### src/rtl/jts16b_busarb_pkg.sv
// rtl/jts16b_busarb_pkg.sv - shared types and defaults for the S16B bus arbiter
//
// Purpose: FSM state encoding, parameter defaults and requester indices
//          used by jts16b_busarb and its round-robin picker.
// Ports:   none (package).

package jts16b_busarb_pkg;

   typedef enum logic [2:0] {
      ST_IDLE    = 3'd0,
      ST_REQ     = 3'd1,
      ST_OWN     = 3'd2,
      ST_ACCESS  = 3'd3,
      ST_DONE    = 3'd4,
      ST_RELEASE = 3'd5
   } state_t;

   localparam int WAITCYC_DEF = 3;
   localparam int TIMEOUT_DEF = 255;
   localparam int CHAIN_DEF   = 1;

   localparam logic REQ_MCU = 1'b0;   // MCU mapper transfer
   localparam logic REQ_DBG = 1'b1;   // debug/status port

endpackage

### src/rtl/jts16b_busarb_rr.sv
// rtl/jts16b_busarb_rr.sv - two-way round-robin picker with last-winner memory
//
// Purpose: chooses which requester gets the next grant. A lone request
//          always wins; when both are pending the one that did not win
//          last time is chosen.
// Ports:   clk, rst      clock, async active-high reset
//          req[1:0]     request levels
//          upd          pulse: an access has been acknowledged
//          upd_idx      requester that was acknowledged
//          pick         selected requester (valid while req != 0)

module jts16b_busarb_rr
   import jts16b_busarb_pkg::*;
(
   input  logic       clk,
   input  logic       rst,
   input  logic [1:0] req,
   input  logic       upd,
   input  logic       upd_idx,
   output logic       pick
);

   logic last_winner;

   // Reset to the debug port so a simultaneous first request goes to the MCU.
   always_ff @(posedge clk or posedge rst) begin
      if (rst)
         last_winner <= REQ_DBG;
      else if (upd)
         last_winner <= upd_idx;
   end

   always_comb begin
      pick = ~last_winner;
      if (req == 2'b01)
         pick = REQ_MCU;
      else if (req == 2'b10)
         pick = REQ_DBG;
   end

endmodule

### src/rtl/jts16b_busarb.sv
// rtl/jts16b_busarb.sv - 68000 bus-sharing arbiter for the 315-5195 mapper
//
// Purpose: requests the 68000 bus via BR/BG/BGACK on behalf of two DMA
//          requesters, performs one word access per grant and returns the
//          read data with a one-clock ack (err flags a grant timeout).
// Ports:   clk, rst, cen               clock, async reset, 68000 clock enable
//          cpu_rst, cpu_haltn          68000 state; either makes the bus free
//          cpu_brn/bgn/bgackn          bus request handshake
//          cpu_asn, cpu_dtackn         68000 bus activity
//          req, rnw, addr0/1, wdata0/1 requester side
//          ack, err, rdata             completion
//          owner                       1 while this block drives the bus
//          bus_addr/din/rnw/asn/dsn    memory-side access
//          bus_dout, bus_busy          memory-side response

module jts16b_busarb
   import jts16b_busarb_pkg::*;
#(
   parameter int WAITCYC = WAITCYC_DEF,
   parameter int TIMEOUT = TIMEOUT_DEF,
   parameter int CHAIN   = CHAIN_DEF
)(
   input  logic        clk,
   input  logic        rst,
   input  logic        cen,
   input  logic        cpu_rst,
   input  logic        cpu_haltn,
   output logic        cpu_brn,
   input  logic        cpu_bgn,
   output logic        cpu_bgackn,
   input  logic        cpu_asn,
   input  logic        cpu_dtackn,
   input  logic [1:0]  req,
   input  logic [1:0]  rnw,
   input  logic [22:0] addr0,
   input  logic [22:0] addr1,
   input  logic [15:0] wdata0,
   input  logic [15:0] wdata1,
   output logic [1:0]  ack,
   output logic        err,
   output logic [15:0] rdata,
   output logic        owner,
   output logic [22:0] bus_addr,
   output logic [15:0] bus_din,
   output logic        bus_rnw,
   output logic        bus_asn,
   output logic [1:0]  bus_dsn,
   input  logic [15:0] bus_dout,
   input  logic        bus_busy
);

   localparam logic [2:0] WAIT_INIT = 3'(WAITCYC);
   localparam logic [7:0] TMO_LAST  = 8'(TIMEOUT - 1);
   localparam bit         CHAIN_EN  = (CHAIN != 0);

   state_t      st, st_n;
   logic        winner, winner_n;
   logic [22:0] lat_addr, addr_n;
   logic [15:0] lat_din, din_n;
   logic        lat_rnw, rnw_n;
   logic [7:0]  tmo_cnt, tmo_n;
   logic [2:0]  wait_cnt, wait_n;
   logic        bus_quiet, quiet_n;
   logic        brn_n, bgackn_n, err_n, owner_n, brnw_n, basn_n;
   logic [1:0]  ack_n, bdsn_n;
   logic [15:0] rdata_n, bdin_n;
   logic [22:0] baddr_n;
   logic        pick;
   logic        bus_free;

   assign bus_free = cpu_rst | ~cpu_haltn;

   jts16b_busarb_rr u_rr (
      .clk     (clk),
      .rst     (rst),
      .req     (req),
      .upd     (|ack),
      .upd_idx (ack[1]),
      .pick    (pick)
   );

   always_ff @(posedge clk or posedge rst) begin
      if (rst) begin
         st         <= ST_IDLE;
         winner     <= REQ_MCU;
         lat_addr   <= '0;
         lat_din    <= '0;
         lat_rnw    <= 1'b1;
         tmo_cnt    <= '0;
         wait_cnt   <= '0;
         bus_quiet  <= 1'b0;
         cpu_brn    <= 1'b1;
         cpu_bgackn <= 1'b1;
         ack        <= 2'b00;
         err        <= 1'b0;
         rdata      <= '0;
         owner      <= 1'b0;
         bus_addr   <= '0;
         bus_din    <= '0;
         bus_rnw    <= 1'b1;
         bus_asn    <= 1'b1;
         bus_dsn    <= 2'b11;
      end else begin
         st         <= st_n;
         winner     <= winner_n;
         lat_addr   <= addr_n;
         lat_din    <= din_n;
         lat_rnw    <= rnw_n;
         tmo_cnt    <= tmo_n;
         wait_cnt   <= wait_n;
         bus_quiet  <= quiet_n;
         cpu_brn    <= brn_n;
         cpu_bgackn <= bgackn_n;
         ack        <= ack_n;
         err        <= err_n;
         rdata      <= rdata_n;
         owner      <= owner_n;
         bus_addr   <= baddr_n;
         bus_din    <= bdin_n;
         bus_rnw    <= brnw_n;
         bus_asn    <= basn_n;
         bus_dsn    <= bdsn_n;
      end
   end

   always_comb begin
      st_n     = st;
      winner_n = winner;
      addr_n   = lat_addr;
      din_n    = lat_din;
      rnw_n    = lat_rnw;
      tmo_n    = tmo_cnt;
      wait_n   = wait_cnt;
      quiet_n  = bus_quiet;
      brn_n    = cpu_brn;
      bgackn_n = cpu_bgackn;
      ack_n    = 2'b00;
      err_n    = 1'b0;
      rdata_n  = rdata;
      owner_n  = owner;
      baddr_n  = bus_addr;
      bdin_n   = bus_din;
      brnw_n   = bus_rnw;
      basn_n   = bus_asn;
      bdsn_n   = bus_dsn;

      case (st)
         ST_IDLE: begin
            if (|req) begin
               winner_n = pick;
               addr_n   = pick ? addr1 : addr0;
               din_n    = pick ? wdata1 : wdata0;
               rnw_n    = rnw[pick];
               tmo_n    = '0;
               if (bus_free) begin
                  // CPU cannot use the bus: start the strobe right away.
                  owner_n = 1'b1;
                  baddr_n = addr_n;
                  bdin_n  = din_n;
                  brnw_n  = rnw_n;
                  bdsn_n  = 2'b00;
                  basn_n  = 1'b0;
                  wait_n  = WAIT_INIT;
                  quiet_n = 1'b0;
                  st_n    = ST_ACCESS;
               end else begin
                  st_n = ST_REQ;
               end
            end
         end

         ST_REQ: begin
            if (bus_free) begin
               brn_n   = 1'b1;
               owner_n = 1'b1;
               st_n    = ST_OWN;
            end else if (cen) begin
               // Grant only counts once BR is out and the CPU has left the bus.
               if (!cpu_brn && !cpu_bgn && cpu_asn && cpu_dtackn) begin
                  bgackn_n = 1'b0;
                  brn_n    = 1'b1;
                  owner_n  = 1'b1;
                  st_n     = ST_OWN;
               end else if (tmo_cnt == TMO_LAST) begin
                  brn_n         = 1'b1;
                  ack_n[winner] = 1'b1;
                  err_n         = 1'b1;
                  st_n          = ST_IDLE;
               end else begin
                  tmo_n = tmo_cnt + 8'd1;
                  brn_n = 1'b0;
               end
            end
         end

         ST_OWN: begin
            baddr_n = lat_addr;
            bdin_n  = lat_din;
            brnw_n  = lat_rnw;
            bdsn_n  = 2'b00;
            basn_n  = 1'b0;
            wait_n  = WAIT_INIT;
            quiet_n = 1'b0;
            st_n    = ST_ACCESS;
         end

         ST_ACCESS: begin
            // Fixed strobe time first, then busy must read low twice in a row.
            if (wait_cnt != 3'd0) begin
               wait_n = wait_cnt - 3'd1;
            end else if (bus_busy) begin
               quiet_n = 1'b0;
            end else if (!bus_quiet) begin
               quiet_n = 1'b1;
            end else begin
               basn_n = 1'b1;
               if (lat_rnw)
                  rdata_n = bus_dout;
               ack_n[winner] = 1'b1;
               st_n          = ST_DONE;
            end
         end

         ST_DONE: begin
            st_n = ST_RELEASE;
         end

         ST_RELEASE: begin
            if (CHAIN_EN && req[~winner] && (!cpu_bgackn || bus_free)) begin
               winner_n = ~winner;
               addr_n   = winner ? addr0 : addr1;
               din_n    = winner ? wdata0 : wdata1;
               rnw_n    = rnw[~winner];
               st_n     = ST_OWN;
            end else begin
               bgackn_n = 1'b1;
               owner_n  = 1'b0;
               bdsn_n   = 2'b11;
               brnw_n   = 1'b1;
               baddr_n  = '0;
               bdin_n   = '0;
               st_n     = ST_IDLE;
            end
         end

         default: st_n = ST_IDLE;
      endcase
   end

endmodule

### config.mk
export PLATFORM = sky130hd
export DESIGN_NAME = jts16b_busarb
export DESIGN_NICKNAME = d
export VERILOG_FILES = /design/src/rtl/jts16b_busarb_pkg.sv /design/src/rtl/jts16b_busarb_rr.sv /design/src/rtl/jts16b_busarb.sv
export SDC_FILE = /design/constraint.sdc
export NUM_CORES = 1
export LEC_CHECK = 0
export CAP_MARGIN = 10
export CORE_MARGIN = 2
export CORE_UTILIZATION = 25
export CTS_BUF_LIST = sky130_fd_sc_hd__clkbuf_2 sky130_fd_sc_hd__clkbuf_4 sky130_fd_sc_hd__clkbuf_8
export CTS_CLUSTER_DIAMETER = 200
export DETAILED_ROUTE_END_ITERATION = 10
export DONT_BUFFER_PORTS = 1
export PLACE_DENSITY = 0.39
export SKIP_LAST_GASP = 1
export SYNTH_ARGS = -nofsm -noshare
export SYNTH_HDL_FRONTEND = slang
export SYNTH_SLANG_ARGS = --single-unit
export TNS_END_PERCENT = 5
### constraint.sdc
create_clock -name clk -period 7.1 [get_ports clk]
set_clock_uncertainty 0.05 [all_clocks]
set_input_delay 0.355 -clock clk [delete_from_list [all_inputs] [get_ports clk]]
set_output_delay 0.355 -clock clk [all_outputs]
set_load 0.02 [all_outputs]
==> flow_summary.yaml, run 1 <==
global_routing:
  grt_pass1_vias: 4944
  top_usage_layer: "met2"
  grt_max_degree: 83
  antenna_found_initial: 0
  grt_pass1_wl_um: 27000
  grt_util_met3_pct: 4.36
  grt_overflow: 0
  grt_util_met2_pct: 21.9
  grt_use_total_pct: 13.4
  use_met1_pct: 16.3
power:
  p_sw_share_pct: 42.2
  vdd_drop_max_mv: 0.197
  intPower_mw: 1.67
  power.leakage_nw: 3.03
  pwr-share-clk_pct: 23.5
  sequentialPowerShare_pct: 45.8
  comb_power_share_pct: 30.7
  p_sw_mw: 1.22
  p_per_area_nw_per_um2: 414
die:
  die_w_um: 161
  core_area_um2: 24200
  ios: 172
  start_util_pct: 25.4
  rows: 57
  die_area_um2: 25900
  die_h_um: 161
clock_tree:
  worstSkewPairLatency_ps: 440
  cts_made_buffers: 17
  cts_tree: "done"
  cts_max_level: 4
  cts_buffer_depth: 2
  cts_resized: 0
  cts.sinks: 121
  cts_root_buf: "clkbuf_8"
  path_clk_slew_ps: 80
sta:
  tns_ps: 0
  setup_viol: 0
  min_period_ps: 3040
  fin_ws_ps: 4060
  slew_headroom_pct: 20.6
  rsz0062_at_grt: "false"
  period_share_pct: 42.9
  max_freq_mhz: 329
  hold_violations: 0
  whs_ps: 60.4
  drv_slew: 0
  worstMarginPinSlew_ps: 1190
synthesis:
  postSynthCellCount: 596
  synthArstFlopShare_pct: 100
  synth_nets: 707
  seq_area_frac_synth_pct: 49.3
  postSynthAreaPerCell_um2: 10.3
  synth_edf_count: 0
  synth_warnings: 0
  synthDistinctLibCells: 48
  synth_ff_type: "dfrtp_1"
  ys_seq_elements: 121
  synth_area_um2: 6160
routing:
  drc: 0
  routedWlPerCell_um: 18.1
  ant_nets: 0
  drtPass1Iterations: 4
  via_count: 4554
  wirelength_um: 16900
  drt-initial-drc-count: 309
  viasPerCell: 4.88
run_status:
  status: "complete, no violations"
placed_design:
  gp_congestion: 0.774
  pre_cts_slack_ps: 3970
  dp_hpwl_um: 10800
  numPortBuffers: 0
  postPlaceCellArea_um2: 6360
critical_path:
  crit_path_max_fanout: 28
  critPathLaunchType: "flip-flop"
  crit_type: "reg -> reg"
  worstPathArrival_ps: 3270
  required_ps: 7330
  crit_path_end_kind: "flip-flop"
cells_and_area:
  layout-area-overhead-vs-synth_pct: 13.3
  nNetsFinal: 708
  final_cell_mix: "dfrtp_1 (114), nor2_1 (93), a21oi_1 (86)"
  layout_commonest_cell: "dfrtp_1"
  diodes: 0
  drive_gt1_share_pct: 18.9
  fin_area_um2: 6980
flow_run:
  drv_cap: 0
hold_path:
  worstHoldPathType: "in -> reg"
[flip-flops by register name, indices dropped and copies added (netlist names), 3 cells and up]
signal and cells:
bus_addr 23, lat_addr 23, bus_din 16, lat_din 16
rdata 16, tmo_cnt 8, st 3, wait_cnt 3
[cells by family (layout without fill, tap and decap cells)]
logic type	Yosys count	count (layout)	synth area share, %
AO/OA/AOI/OAI	170	170	16.6
adder cells (fa/ha/maj)	5	5	0.996
multiplexers	99	99	17.4
buffers and inverters	52	66	4.90
flip-flops	121	121	49.3
AND/OR/NAND/NOR	149	149	10.8
[through the flow]
| stage | cells | power (mW) | util (%) |
|---|---|---|---|
| 6_report | 934 | 2.89 | 28.8 |
| 5_1_grt | 934 | 3.12 | 28.8 |
| 4_1_cts | 933 | 2.93 | 28.7 |
| 3_5_place_dp | 884 | 2.22 | 26.2 |
| 3_3_place_gp | 884 | 2.20 | 26.2 |
| 2_1_floorplan | 596 | 1.99 | - |
[power groups by stage]
| stage | Clock [mW] | Combinational, mW | Sequential [mW] |
|---|---|---|---|
| final | 0.678 | 0.888 | 1.32 |
| after global placement | 0 | 0.855 | 1.34 |
| after global routing | 0.743 | 1.01 | 1.37 |
| after detailed placement | 0 | 0.879 | 1.34 |
| after floorplan | 0 | 0.730 | 1.26 |
| after CTS | 0.708 | 0.888 | 1.33 |
[timing repair]
item                                   4_1_cts  5_1_grt
endpoints found under the hold margin       80        0
hold buffers                                17        0
setup buffers                                0        0
[metal layers]
layer  vias to the layer above  part of all wire, %
met2                       133                   48
met5                         -                    0
met4                         0                  1.7
li1                       2140                    -
met3                        19                  7.7
met1                      2262                   43
[worst paths after layout]
kind                                 start     endpoint  slack [ps]  depth (start not counted)
worst max-delay path                 st[1]  lat_din[14]        4060                          6
worst min-delay path                rnw[0]      lat_rnw          60                          2
worst max register to register       st[1]  lat_din[14]        4060                          6
worst min register to register  tmo_cnt[6]   tmo_cnt[6]         430                          1
max in group asynchronous              rst  lat_din[10]        5170                          3
min in group asynchronous              rst     rdata[5]         520                          2
[cell usage after synthesis (2+ instances only)]
master / n / area, um^2
nor2_2: 2 / 12.5
buf_6: 2 / 22.5
nor3_1: 6 / 30.0
clkbuf_1: 12 / 45.0
nand3_1: 6 / 30.0
and2_1: 2 / 12.5
a21oi_1: 86 / 430
a31oi_1: 2 / 12.5
nand2_1: 14 / 52.6
or2_2: 3 / 18.8
a22o_1: 2 / 17.5
o21ai_0: 19 / 95.1
o32ai_1: 2 / 17.5
dfrtp_1: 114 / 2850
buf_8: 4 / 60.1
nor2b_1: 3 / 18.8
buf_4: 7 / 52.6
buf_2: 16 / 80.1
mux2i_1: 42 / 420
nand2b_1: 7 / 43.8
nor2_1: 94 / 353
nand3b_1: 2 / 15.0
inv_1: 11 / 41.3
a211oi_1: 2 / 15.0
ha_1: 4 / 50.1
dfstp_2: 7 / 184
o31ai_1: 4 / 30.0
o21ai_1: 2 / 10.0
mux2_2: 56 / 631
o21a_1: 2 / 15.0
a21o_1: 2 / 15.0
and3_1: 3 / 18.8
a22oi_1: 41 / 308
[worst max-delay path, cell delays in order (launching register included)]
cell and delay (ps):
dfrtp_1 590, inv_1 260, nand3_2 260, mux2i_4 710, buf_4 580, mux2i_1 320
a21oi_1 100
[final cells by class]
type,count,area (um^2)
clock buffers,17,234
clock inverters,15,189
fillers,2560,17300
inverters,11,43.8
multi-input cells,423,2840
flip-flops and latches,121,3040
well taps,324,405
repair buffers,23,228
(Power assumes the default switching activity.)
==> run 2, diff against run 1 <==
--- a/config.mk
+++ b/config.mk
@@ -5,6 +5,7 @@
 export SDC_FILE = /design/constraint.sdc
 export NUM_CORES = 1
 export LEC_CHECK = 0
+export ABC_AREA = 1
 export CAP_MARGIN = 10
 export CORE_MARGIN = 2
 export CORE_UTILIZATION = 25
@@ -12,7 +13,7 @@
 export CTS_CLUSTER_DIAMETER = 200
 export DETAILED_ROUTE_END_ITERATION = 10
 export DONT_BUFFER_PORTS = 1
-export PLACE_DENSITY = 0.39
+export PLACE_DENSITY = 0.41
 export SKIP_LAST_GASP = 1
 export SYNTH_ARGS = -nofsm -noshare
 export SYNTH_HDL_FRONTEND = slang
==> constraint.sdc (replaced) <==
create_clock -name clk -period 2.6 [get_ports clk]
set_clock_uncertainty 0.05 [all_clocks]
set_input_delay 0.13 -clock clk [delete_from_list [all_inputs] [get_ports clk]]
set_output_delay 0.13 -clock clk [all_outputs]
set_load 0.02 [all_outputs]
==> flow_summary.yaml, run 2 <==
clock_tree:
  cts_setup_buffers: 0
  cts_buffer_depth: 2
  path_clk_slew_ps: 80
  cts_max_level: 4
  cts_made_buffers: 17
  cts_tree: "done"
  cts_root_buf: "clkbuf_8"
  cts.sinks: 121
  worstSkewPairLatency_ps: 450
critical_path:
  critPathLaunchType: "flip-flop"
  crit_type: "reg -> reg"
  cp_cell_sequence: "inv_2 > buf_4 > nand2_1 > o211ai_1 > nand2_1 > dlygate4sd3_1 > nand2_1 > nand2_1"
  cp_top_family: "buffers and inverters"
  crit_path_max_fanout: 81
  critPathBufInv: 3
  cp_slowest_stage_delay_ps: 650
  critPathMostFrequentCell: "nand2_1"
  worstPathArrival_ps: 2700
  crit_path_end_kind: "flip-flop"
  required_ps: 2890
  cpMaxStageDelayCell: "buf_4"
cells_and_area:
  layout_commonest_cell: "nand2_1"
  final_cell_mix: "nand2_1 (551), dlygate4sd3_1 (135), dfrtp_1 (114)"
  layout-area-overhead-vs-synth_pct: 30.0
  fin_area_um2: 9380
  drive_gt1_share_pct: 6.35
  nNetsFinal: 1294
  fin_cells: 1581
  reg.largest.list: "bus_addr: 23 flops, lat_addr: 23 flops"
routing:
  viasPerCell: 4.56
  wirelength_um: 24900
  drtPass1Iterations: 6
  via_count: 7210
  ant_nets: 0
  drc: 0
  routedWlPerCell_um: 15.7
  drt-initial-drc-count: 538
synthesis:
  synth_edf_count: 0
  seq_area_frac_synth_pct: 42.1
  synth_warnings: 0
  synth_ff_type: "dfrtp_1"
  postSynthAreaPerCell_um2: 6.73
  postSynthCellCount: 1071
  yosysMostFrequentCell: "nand2_1"
  synthDistinctLibCells: 25
  synth_nets: 1182
  synthTopCellsByArea: "dfrtp_1 (40%), nand2_1 (29%), nand3_1 (7.1%)"
  synth_commonest_cells: "nand2_1 (554), dfrtp_1 (114), nand3_1 (102)"
  synth_area_um2: 7210
  netlist.area_leader.share_pct: 39.6
  synthArstFlopShare_pct: 100
  synth_top_cell_by_area: "dfrtp_1"
  ys_seq_elements: 121
power:
  p_per_area_nw_per_um2: 1030
  vdd_drop_max_mv: 0.576
  total_power_mw: 9.66
  power.leakage_nw: 4.82
sta:
  hold_violations: 0
  setup_viol: 0
  tns_ps: 0
  slew_headroom_pct: 40.8
  whs_ps: 25.1
  min_period_ps: 2410
  drv_slew: 0
  worstMarginPinSlew_ps: 888
  rsz0062_at_grt: "false"
  period_share_pct: 92.8
  max_freq_mhz: 415
placed_design:
  dp_hpwl_um: 15300
  postPlaceCellArea_um2: 7640
  place_inst: 1413
  gp_congestion: 0.786
  numPortBuffers: 0
die:
  core_area_um2: 28500
  rows: 62
  die_area_um2: 30200
  die_h_um: 174
  start_util_pct: 25.3
  die_w_um: 174
  ios: 172
run_status:
  status: "complete, no violations"
hold_path:
  worstHoldPathType: "in -> reg"
global_routing:
  grt_pass1_wl_um: 40000
  antenna_found_initial: 1
  grt_overflow: 0
  grt_pass1_vias: 7492
  grt_max_degree: 82
  grt_use_total_pct: 16.7
flow_run:
  drv_cap: 0
## run 2: per-layer routing
metal | vias to the layer above | GRT usage (%) | wire, um | part of all wire (%)
met2 | 173 | 28.5 | 12000 | 48
met4 | 0 | 5.88 | 463 | 1.9
met3 | 26 | 4.43 | 1440 | 5.8
met5 | - | 0 | 0 | 0
met1 | 3402 | 20.4 | 11000 | 44
li1 | 3609 | - | - | -
## run 2: worst register-to-register path, cell delays in order, from the launching register on
cell and delay (ps):
dfrtp_1 440, inv_2 70, buf_4 650, nand2_1 170
o211ai_1 150, nand2_1 80, dlygate4sd3_1 560, nand2_1 70
nand2_1 60
## run 2: per-stage QoR
stage | util (%) | setup slack, ps
after global placement | 26.8 | 538
after detailed placement | 26.8 | 490
after global routing | 32.8 | 2.80
after CTS | 32.8 | 169
final | 32.8 | 188
after floorplan | - | 942
## run 2: cell families after synthesis
kind of cell,synth area share (%)
compound gates,6.73
xor+xnor,0.364
fa+ha+maj,0.694
buf+inv,7.49
flops,42.1
simple gates,42.6
## run 2: timing repair
action	4_1_cts	5_1_grt
gates resized for setup	0	1
hold buffers	135	0
endpoints found under the setup margin	0	1
hold endpoints to repair	215	0
## run 2: cell type report
cell class	count	area, um^2
diodes	1	2.50
clock buffers	17	234
clock inverters	15	144
fillers	3199	19200
inverters	75	285
multi-input cells	816	3660
flip-flops and latches	121	3040
well taps	384	480
repair buffers	152	1530
## run 2: final timing paths
kind                            from            to  slack (ps)  cells past startpoint
setup / recovery              winner  lat_addr[19]         190                      8
hold / removal             addr1[19]  bus_addr[19]          30                      6
setup reg to reg              winner  lat_addr[19]         190                      8
hold reg to reg              lat_rnw       lat_rnw         420                      2
max in group asynchronous        rst       bus_rnw        1630                      3
min in group asynchronous        rst  bus_addr[18]         150                      2
## run 2: power by group
group          internal, mW  total (mW)  switching [mW]
Sequential             2.65        3.56           0.905
Combinational          1.46        4.41            2.96
Clock                 0.775        1.69           0.911
